## src/rtl/soc_addr_router.sv

```systemverilog
// Single-master request router: decodes the SoC address map, forwards one request at a time
// to the selected target and returns its response, or an internal error on miss/timeout.
//   state | meaning
//   IDLE  | ready for a master request
//   ISSUE | request valid driven to the selected target
//   WAIT  | target accepted, waiting for its response
//   RESP  | response held to the master until accepted
module soc_addr_router #(
    parameter int unsigned NrTargets     = 9,
    parameter int unsigned TimeoutCycles = 1024
) (
    input  logic                    clk_i,
    input  logic                    rst_i,
    input  logic                    req_valid_i,
    output logic                    req_ready_o,
    input  logic [63:0]             req_addr_i,
    input  logic                    req_we_i,
    input  logic [63:0]             req_wdata_i,
    input  logic [7:0]              req_be_i,
    output logic                    rsp_valid_o,
    input  logic                    rsp_ready_i,
    output logic [63:0]             rsp_rdata_o,
    output logic                    rsp_err_o,
    output logic [NrTargets-1:0]    slv_req_valid_o,
    input  logic [NrTargets-1:0]    slv_req_ready_i,
    output logic [63:0]             slv_addr_o,
    output logic                    slv_we_o,
    output logic [63:0]             slv_wdata_o,
    output logic [7:0]              slv_be_o,
    input  logic [NrTargets-1:0]    slv_rsp_valid_i,
    input  logic [NrTargets*64-1:0] slv_rsp_rdata_i,
    input  logic [NrTargets-1:0]    slv_rsp_err_i
);

    localparam int unsigned IdxW = $clog2(NrTargets);
    localparam int unsigned CntW = $clog2(TimeoutCycles);
    localparam logic [CntW-1:0] CntLast = CntW'(TimeoutCycles - 1);

    // Map order: DRAM, GPIO, Ethernet, SPI, UART, PLIC, CLINT, ROM, Debug; end is exclusive.
    localparam logic [63:0] MapBase [9] = '{
        64'h8000_0000, 64'h4000_0000, 64'h3000_0000, 64'h2000_0000, 64'h1000_0000,
        64'h0C00_0000, 64'h0200_0000, 64'h0001_0000, 64'h0000_0000};
    localparam logic [63:0] MapEnd [9] = '{
        64'hC000_0000, 64'h4000_1000, 64'h3001_0000, 64'h2080_0000, 64'h1000_1000,
        64'h0FFF_FFFF, 64'h020C_0000, 64'h0002_0000, 64'h0000_1000};

    typedef enum logic [1:0] {IDLE, ISSUE, WAIT, RESP} state_t;

    state_t            state_q, state_d;
    logic              ready_q;
    logic [IdxW-1:0]   idx_q;
    logic [CntW-1:0]   cnt_q;
    logic [63:0]       addr_q, wdata_q, rdata_q;
    logic [7:0]        be_q;
    logic              we_q, err_q;

    logic              dec_hit;
    logic [IdxW-1:0]   dec_idx;
    logic              sel_ready, sel_rsp, sel_err;
    logic [63:0]       sel_rdata;
    logic              accept, busy, rsp_take, timeout_hit;

    always_comb begin
        dec_hit = 1'b0;
        dec_idx = '0;
        for (int i = 0; i < 9; i++) begin
            if (req_addr_i >= MapBase[i] && req_addr_i < MapEnd[i]) begin
                dec_hit = 1'b1;
                dec_idx = IdxW'(i);
            end
        end
    end

    always_comb begin
        sel_ready = 1'b0;
        sel_rsp   = 1'b0;
        sel_err   = 1'b0;
        sel_rdata = '0;
        for (int i = 0; i < NrTargets; i++) begin
            if (idx_q == IdxW'(i)) begin
                sel_ready = slv_req_ready_i[i];
                sel_rsp   = slv_rsp_valid_i[i];
                sel_err   = slv_rsp_err_i[i];
                sel_rdata = slv_rsp_rdata_i[i*64 +: 64];
            end
        end
    end

    assign accept = ready_q && req_valid_i;
    assign busy   = (state_q == ISSUE) || (state_q == WAIT);
    // A response in ISSUE only counts when it coincides with the target's accept.
    assign rsp_take = ((state_q == ISSUE) && sel_ready && sel_rsp) ||
                      ((state_q == WAIT) && sel_rsp);
    assign timeout_hit = busy && (cnt_q == CntLast) && !rsp_take;

    always_ff @(posedge clk_i) begin
        if (rst_i) begin
            state_q <= IDLE;
            ready_q <= 1'b0;
        end else begin
            state_q <= state_d;
            ready_q <= (state_d == IDLE);
        end
    end

    always_comb begin
        state_d = state_q;
        case (state_q)
            IDLE:    if (accept) state_d = dec_hit ? ISSUE : RESP;
            ISSUE: begin
                if (rsp_take || timeout_hit) state_d = RESP;
                else if (sel_ready)          state_d = WAIT;
            end
            WAIT:    if (rsp_take || timeout_hit) state_d = RESP;
            RESP:    if (rsp_ready_i) state_d = IDLE;
            default: state_d = IDLE;
        endcase
    end

    always_comb begin
        req_ready_o = ready_q;
        rsp_valid_o = (state_q == RESP);
        rsp_rdata_o = rdata_q;
        rsp_err_o   = err_q;
        for (int i = 0; i < NrTargets; i++) begin
            slv_req_valid_o[i] = (state_q == ISSUE) && (idx_q == IdxW'(i));
        end
    end

    assign slv_addr_o  = addr_q;
    assign slv_we_o    = we_q;
    assign slv_wdata_o = wdata_q;
    assign slv_be_o    = be_q;

    always_ff @(posedge clk_i) begin
        if (rst_i) begin
            idx_q   <= '0;
            cnt_q   <= '0;
            addr_q  <= '0;
            we_q    <= 1'b0;
            wdata_q <= '0;
            be_q    <= '0;
            rdata_q <= '0;
            err_q   <= 1'b0;
        end else if (accept) begin
            idx_q   <= dec_idx;
            cnt_q   <= '0;
            addr_q  <= req_addr_i;
            we_q    <= req_we_i;
            wdata_q <= req_wdata_i;
            be_q    <= req_be_i;
            rdata_q <= '0;
            err_q   <= !dec_hit;
        end else begin
            if (busy) cnt_q <= cnt_q + CntW'(1);
            if (rsp_take) begin
                rdata_q <= sel_rdata;
                err_q   <= sel_err;
            end else if (timeout_hit) begin
                rdata_q <= '0;
                err_q   <= 1'b1;
            end
        end
    end

endmodule

```

## config.mk

```make
export PLATFORM = sky130hd
export DESIGN_NAME = soc_addr_router
export DESIGN_NICKNAME = d
export VERILOG_FILES = /design/src/rtl/soc_addr_router.sv
export SDC_FILE = /design/constraint.sdc
export NUM_CORES = 1
export LEC_CHECK = 0
export ABC_AREA = 1
export CAP_MARGIN = 10
export CELL_PAD_IN_SITES_DETAIL_PLACEMENT = 0
export CELL_PAD_IN_SITES_GLOBAL_PLACEMENT = 1
export CORE_AREA = 2 2 370 372
export DETAILED_ROUTE_END_ITERATION = 10
export DIE_AREA = 0 0 372 374
export PLACE_DENSITY = 0.48
export SETUP_SLACK_MARGIN = 0.3
export SLEW_MARGIN = 30
export SYNTH_ARGS = -nofsm -noshare
export SYNTH_HDL_FRONTEND = slang
export SYNTH_SLANG_ARGS = --single-unit
```

## constraint.sdc

```tcl
create_clock -name clk_i -period 2.54 [get_ports clk_i]
set_clock_uncertainty 0.1 [all_clocks]
set_input_delay 0.254 -clock clk_i [delete_from_list [all_inputs] [get_ports clk_i]]
set_output_delay 0.254 -clock clk_i [all_outputs]
set_load 0.02 [all_outputs]
```

Word level (Yosys, flattened, before mapping)
Cells that the tools add are included.
{"block": "op_classes", "add_sub_neg": 1, "n_lt_le_gt_ge": 18, "n_eq_ne": 12, "muxes": 65, "reduce_logical": 35}
{"op": "64-bit 2-to-1 mux", "count": 11}
{"op": "64-bit by 30-bit >= comparator with 1-bit output (second input constant)", "count": 2}
{"op": "64-bit by 30-bit < comparator with 1-bit output (second input constant)", "count": 2}
{"op": "64-bit by 1-bit >= comparator with 1-bit output (second input constant)", "count": 1}
{"op": "64-bit by 17-bit >= comparator with 1-bit output (second input constant)", "count": 1}
{"op": "64-bit by 26-bit >= comparator with 1-bit output (second input constant)", "count": 1}
{"op": "64-bit by 28-bit >= comparator with 1-bit output (second input constant)", "count": 1}
{"op": "64-bit by 29-bit >= comparator with 1-bit output (second input constant)", "count": 1}
{"op": "64-bit by 31-bit >= comparator with 1-bit output (second input constant)", "count": 1}
{"op": "64-bit by 32-bit >= comparator with 1-bit output (second input constant)", "count": 1}
{"op": "64-bit by 13-bit < comparator with 1-bit output (second input constant)", "count": 1}
{"op": "64-bit by 18-bit < comparator with 1-bit output (second input constant)", "count": 1}
{"op": "64-bit by 26-bit < comparator with 1-bit output (second input constant)", "count": 1}
{"op": "64-bit by 28-bit < comparator with 1-bit output (second input constant)", "count": 1}
{"op": "64-bit by 29-bit < comparator with 1-bit output (second input constant)", "count": 1}
{"op": "64-bit by 31-bit < comparator with 1-bit output (second input constant)", "count": 1}
{"op": "64-bit by 32-bit < comparator with 1-bit output (second input constant)", "count": 1}
{"op": "1-bit 2-to-1 mux", "count": 40}
{"op": "4-bit 2-to-1 mux", "count": 7}
{"op": "1-bit logical AND", "count": 24}
{"op": "4-bit by 3-bit equality test with 1-bit output (second input constant)", "count": 4}
{"op": "2-bit 2-to-1 mux", "count": 6}
{"op": "10-bit by 1-bit adder with 10-bit output (second input constant)", "count": 1}
{"op": "10-bit equality test (second input constant)", "count": 1}
{"op": "other kinds (13)", "count": 19}
{"block": "word_totals", "register_bits": 219, "inputBits": 744, "output_inout_bits": 213, "wordCells": 141}

Logic depth before layout (Yosys ltp)
{"block": "depth", "depth_word": 19, "ltp_mapped": 17, "ltp_nobuf": 17}

Worst setup path after synthesis
No wires, ideal clock.
{"block": "synth_timing", "path_type": "register to register", "start": "register idx_q[3]", "end": "register rdata_q[3], in the netlist rsp_rdata_o[3]", "setup_ns": 0.132, "arrival_ns": 1.740, "required_ns": 2.308, "path_slack_ns": 0.567, "stages_incl_launch_ff": 12, "path_cell_list": "dfxtp_1 nor2_2 buf_2 nand2_1 inv_2 clkbuf_1 a221oi_1 nand3_1 a21oi_1 nand3_1 o211ai_1 a21oi_1"}
{"block": "synth_via", "elab_chain_cells": 16, "word_cells_on_any_way": 44, "cone_classes": "eq/ne: 8; mux: 28; reduce/logical: 8"}
{"element": "start, declared", "line": "51", "rtl": "logic [IdxW-1:0] idx_q;"}
{"element": "start signal, assigned", "line": "146", "rtl": "idx_q <= dec_idx;"}
{"element": "4-bit zero test", "line": "80", "rtl": "if (idx_q == IdxW'(i)) begin"}
{"element": "1-bit 2-to-1 mux (9 in series)", "line": "80"}
{"element": "1-bit logical AND (2 in series)", "line": "92", "rtl": "assign rsp_take = ((state_q == ISSUE) && sel_ready && sel_rsp) ||"}
{"element": "1-bit logical OR", "line": "92"}
{"element": "1-bit zero test", "line": "94", "rtl": "assign timeout_hit = busy && (cnt_q == CntLast) && !rsp_take;"}
{"element": "1-bit logical AND", "line": "94"}
{"element": "2-bit nonzero test (no line)"}
{"element": "end signal, assigned", "line": "157", "rtl": "rdata_q <= sel_rdata;"}
{"element": "end, declared", "line": "53", "rtl": "logic [63:0] addr_q, wdata_q, rdata_q;"}
Several ways; a longest one is shown, not always the timed one.
A chain may end at the register's enable or synchronous reset.

Worst setup path after layout
{"block": "layout_timing", "start": "register idx_q[3]", "end": "output port slv_req_valid_o[5]"}
{"block": "layout_via", "elab_chain_cells": 2}
{"element": "4-bit by 3-bit equality test with 1-bit output", "line": "126", "rtl": "slv_req_valid_o[i] = (state_q == ISSUE) && (idx_q == IdxW'(i));"}
{"element": "1-bit logical AND", "line": "126"}
{"element": "end, declared", "line": "24", "rtl": "output logic [NrTargets-1:0] slv_req_valid_o,"}
Every way passes these cells.

==> flow_summary.html <==
<table>
<tr><th>Metric</th><th>Value</th></tr>
<tr><th colspan="2">Outcome</th></tr>
<tr><td>Run status</td><td>finished with violations</td></tr>
<tr><td>Violations in the final reports</td><td>setup timing</td></tr>
<tr><th colspan="2">Finish</th></tr>
<tr><td>Layout filler cell count</td><td>15.1k</td></tr>
<tr><td>Fraction of final layout cells with drive strength greater than 1</td><td>21.1%</td></tr>
<tr><td>Final core utilization</td><td>22.1%</td></tr>
<tr><td>Commonest cells after routing, fill and taps aside</td><td>937 x sky130_fd_sc_hd__clkdlybuf4s50_1, 391 x sky130_fd_sc_hd__nand2_1, 299 x sky130_fd_sc_hd__nor2_1, 234 x sky130_fd_sc_hd__nand3_1, 231 x sky130_fd_sc_hd__buf_4</td></tr>
<tr><td>Layout net count</td><td>3,882</td></tr>
<tr><td>Fin cells</td><td>4,985</td></tr>
<tr><td>Area growth syn-to-layout</td><td>142%</td></tr>
<tr><td>Most frequent standard cell in the layout excluding fill and tap cells</td><td>sky130_fd_sc_hd__clkdlybuf4s50_1</td></tr>
<tr><th colspan="2">Setup path</th></tr>
<tr><td>Data arrival at the endpoint of the critical path</td><td>2.25 ns</td></tr>
<tr><td>Launching element type of the critical path</td><td>register</td></tr>
<tr><td>Worst Setup End Kind</td><td>output port</td></tr>
<tr><td>Required time of the critical path</td><td>2.19 ns</td></tr>
<tr><td>Critical Path Fanout Max</td><td>2</td></tr>
<tr><td>Path type of the worst setup path</td><td>reg -&gt; out</td></tr>
<tr><th colspan="2">STA</th></tr>
<tr><td>Post-layout minimum cycle time</td><td>2.60 ns</td></tr>
<tr><td>Unrepaired setup endpoints after global routing</td><td>yes</td></tr>
<tr><td>Tightest Pin Transition</td><td>0.601 ns</td></tr>
<tr><td>Final setup violation count</td><td>33</td></tr>
<tr><td>Final WS setup</td><td>-0.0594 ns</td></tr>
<tr><td>Worst rel slew slack</td><td>59.9%</td></tr>
<tr><td>Pins over their slew limit</td><td>0</td></tr>
<tr><td>Fraction of the cycle the final worst path needs</td><td>102%</td></tr>
<tr><td>Total count of hold-check failures in the final report</td><td>0</td></tr>
<tr><td>Peak clock frequency supported by timing</td><td>385 MHz</td></tr>
<tr><th colspan="2">Power</th></tr>
<tr><td>Power density over cell area</td><td>597 nW/µm²</td></tr>
<tr><td>Max rail drop VDD</td><td>466 µV</td></tr>
<tr><td>Leakage component of the power</td><td>11.1 nW</td></tr>
<tr><th colspan="2">Floorplanning</th></tr>
<tr><td>Full die area</td><td>139,000 µm²</td></tr>
<tr><td>Die width</td><td>372 µm</td></tr>
<tr><td>Number of ports placed on the die boundary</td><td>957</td></tr>
<tr><td>Core Region</td><td>135,000 µm²</td></tr>
<tr><td>Height of the die</td><td>374 µm</td></tr>
<tr><td>Starting density of the core</td><td>9.11%</td></tr>
<tr><td>Standard-cell rows</td><td>135</td></tr>
<tr><th colspan="2">Yosys</th></tr>
<tr><td>Average cell area after synthesis</td><td>6.29 µm²</td></tr>
<tr><td>Number of standard cells after synthesis</td><td>1,954</td></tr>
<tr><td>Share of the yosys chip area belonging to registers</td><td>35.7%</td></tr>
<tr><td>Synthesized cell area</td><td>12,300 µm²</td></tr>
<tr><td>Post-synthesis net count</td><td>2,703</td></tr>
<tr><td>Ys Warns</td><td>0</td></tr>
<tr><td>Number of unique standard cell types used by synthesis</td><td>37</td></tr>
<tr><td>Number of register bits inferred by synthesis</td><td>219</td></tr>
<tr><th colspan="2">Placed design</th></tr>
<tr><td>DP HPWL</td><td>123,000 µm</td></tr>
<tr><td>Final estimated routing congestion in global placement</td><td>0.952</td></tr>
<tr><td>Port bufs</td><td>956</td></tr>
<tr><td>Cell count after placement</td><td>4,809</td></tr>
<tr><th colspan="2">Route</th></tr>
<tr><td>Final ANT Viol Nets</td><td>0</td></tr>
<tr><td>Via Count</td><td>19.6k</td></tr>
<tr><td>Remaining routing DRC violations</td><td>0</td></tr>
<tr><td>Vias per std cell</td><td>3.92</td></tr>
<tr><td>Routed wire length</td><td>147,000 µm</td></tr>
<tr><td>Initial DRT Pass Iterations</td><td>7</td></tr>
<tr><td>Routed wirelength normalized by instance count</td><td>29.6 µm</td></tr>
<tr><td>Drt initial violations</td><td>1,149</td></tr>
<tr><th colspan="2">GRT</th></tr>
<tr><td>Initial antenna violation count</td><td>105</td></tr>
<tr><td>Global routing usage summed across all routing layers</td><td>20.2%</td></tr>
<tr><td>Remaining Overflow, GRT</td><td>0</td></tr>
<tr><td>First-pass GRT wire length</td><td>188,000 µm</td></tr>
<tr><td>Maximum number of pins on one net before global-route repair</td><td>128</td></tr>
<tr><td>Vias in the first global route</td><td>19.9k</td></tr>
<tr><th colspan="2">Clock network</th></tr>
<tr><td>CTS tree</td><td>done</td></tr>
<tr><td>Number of buffers created by CTS</td><td>31</td></tr>
<tr><td>Clock-pin slew reported for the worst setup and hold paths after clock tree synthesis</td><td>0.06 ns</td></tr>
<tr><td># H-tree levels</td><td>1</td></tr>
<tr><td>Clk buf depth</td><td>3</td></tr>
<tr><td>Worst-skew pair later-pin latency</td><td>0.62 ns</td></tr>
<tr><td>Clock net sink count</td><td>219</td></tr>
<tr><td>CTS root buf</td><td>sky130_fd_sc_hd__clkbuf_16</td></tr>
<tr><th colspan="2">Run</th></tr>
<tr><td>Number of max-cap violations</td><td>0</td></tr>
<tr><th colspan="2">Worst hold path</th></tr>
<tr><td>Path class of the lowest-slack min-delay path</td><td>in -&gt; reg</td></tr>
</table>
synthesized netlist by cell type, drive strengths merged:
library cell / instances / share of area [%]
nand2: 486 / 15
nor2: 318 / 9.8
nand3: 257 / 10
dfxtp: 219 / 36
o21ai: 162 / 6.6
a21oi: 152 / 6.2
clkbuf: 102 / 3.1
inv: 54 / 1.6
a221oi: 51 / 3.6
buf: 44 / 1.9
nand4: 37 / 1.9
o211ai: 20 / 1.2
nor3: 11 / 0.49
or2: 10 / 0.51
a22oi: 6 / 0.37
ha: 5 / 0.51
nor4: 5 / 0.25
o221ai: 3 / 0.21
o41ai: 2 / 0.14
a21boi: 1 / 0.061
a31oi: 1 / 0.051
and3: 1 / 0.051
clkinv: 1 / 0.030
nand3b: 1 / 0.061
nor3b: 1 / 0.061
o2111ai: 1 / 0.071
o311ai: 1 / 0.071
o31ai: 1 / 0.061
xor2: 1 / 0.071
worst max-delay path, stage by stage (launching register included):
cell and delay (ns):
sky130_fd_sc_hd__dfxtp_4 0.35, sky130_fd_sc_hd__buf_6 0.12, sky130_fd_sc_hd__nor2_4 0.08, sky130_fd_sc_hd__inv_2 0.06, sky130_fd_sc_hd__buf_6 0.11, sky130_fd_sc_hd__nor3_4 0.12
sky130_fd_sc_hd__buf_4 0.15, sky130_fd_sc_hd__buf_12 0.10, sky130_fd_sc_hd__clkinvlp_4 0.14, sky130_fd_sc_hd__buf_6 0.15, sky130_fd_sc_hd__nor2_4 0.10, sky130_fd_sc_hd__buf_12 0.13
final timing paths:
path / from / endpoint / slack (ns) / depth (start not counted)
worst min register to register: rsp_rdata_o[15] / rsp_rdata_o[15] / 0.36 / 2
worst max-delay path: idx_q[3] / slv_req_valid_o[5] / -0.06 / 11
worst max register to register: idx_q[3] / rsp_rdata_o[52] / -0.05 / 18
worst min-delay path: req_addr_i[1] / slv_addr_o[1] / 0.15 / 3
cells by family after synthesis:
group	count (synthesis)	share of synthesized area, %
AO/OA/AOI/OAI	401	18.7
XOR/XNOR	1	0.0712
adder cells (fa/ha/maj)	5	0.509
buffers and inverters	201	6.66
flip-flops	219	35.7
AND/OR/NAND/NOR	1127	38.4
power by group:
group / switching, mW / internal, mW
Sequential: 0.396 / 4.00
Clock: 1.94 / 2.68
Combinational: 4.65 / 4.12
what timing repair did:
item                                    4_1_cts  5_1_grt
endpoints found under the setup margin       79       81
gates cloned                                 19        1
pin swaps                                    74       40
buffers inserted                             41       11
hold buffers                                  0        0
resized for setup                           291      126
registers in the layout (all words and copies together), names as in the netlist:
register and cells:
cnt_q 10, idx_q 4, req_ready_o 1, rsp_err_o 1, rsp_rdata_o 64, slv_addr_o 64, slv_be_o 8, slv_wdata_o 64
slv_we_o 1, state_q 2
metrics by stage:
step                power, mW  setup TNS (ns)  hold slack (ns)  setup slack [ns]  instance area [µm²]
floorplan                7.11               0            0.226             0.567                12300
global placement         11.9          -21.23            0.348            -0.451                26000
detailed placement       11.9          -21.57            0.353            -0.436                26000
CTS                      18.0           -3.43           0.0886            -0.168                29000
global route             18.8           -6.92            0.121            -0.187                29800
finish                   17.8          -0.868            0.145           -0.0594                29800
area by class of cell:
| cell class | instances | area, µm² | share of cell area, % |
|---|---|---|---|
| repair inverters | 1 | 16.3 | 0.0546 |
| multi-input cells | 1534 | 8360 | 28.0 |
| diodes | 46 | 115 | 0.386 |
| flip-flops and latches | 219 | 4400 | 14.8 |
| repair buffers | 1291 | 13400 | 44.9 |
| inverters | 55 | 249 | 0.836 |
| clock inverters | 16 | 186 | 0.626 |
| clock buffers | 42 | 857 | 2.88 |
| well taps | 1781 | 2230 | 7.48 |
layer usage:
| layer | up-vias | share of wire [%] | GRT usage, % |
|---|---|---|---|
| met5 | - | 0.16 | 0 |
| met4 | 40 | 6.3 | 10.4 |
| met3 | 282 | 7.7 | 5.51 |
| met2 | 954 | 54 | 39.4 |
| met1 | 9201 | 32 | 18.9 |
| li1 | 9077 | - | - |
Note: power is estimated with default switching activity, not from simulation.
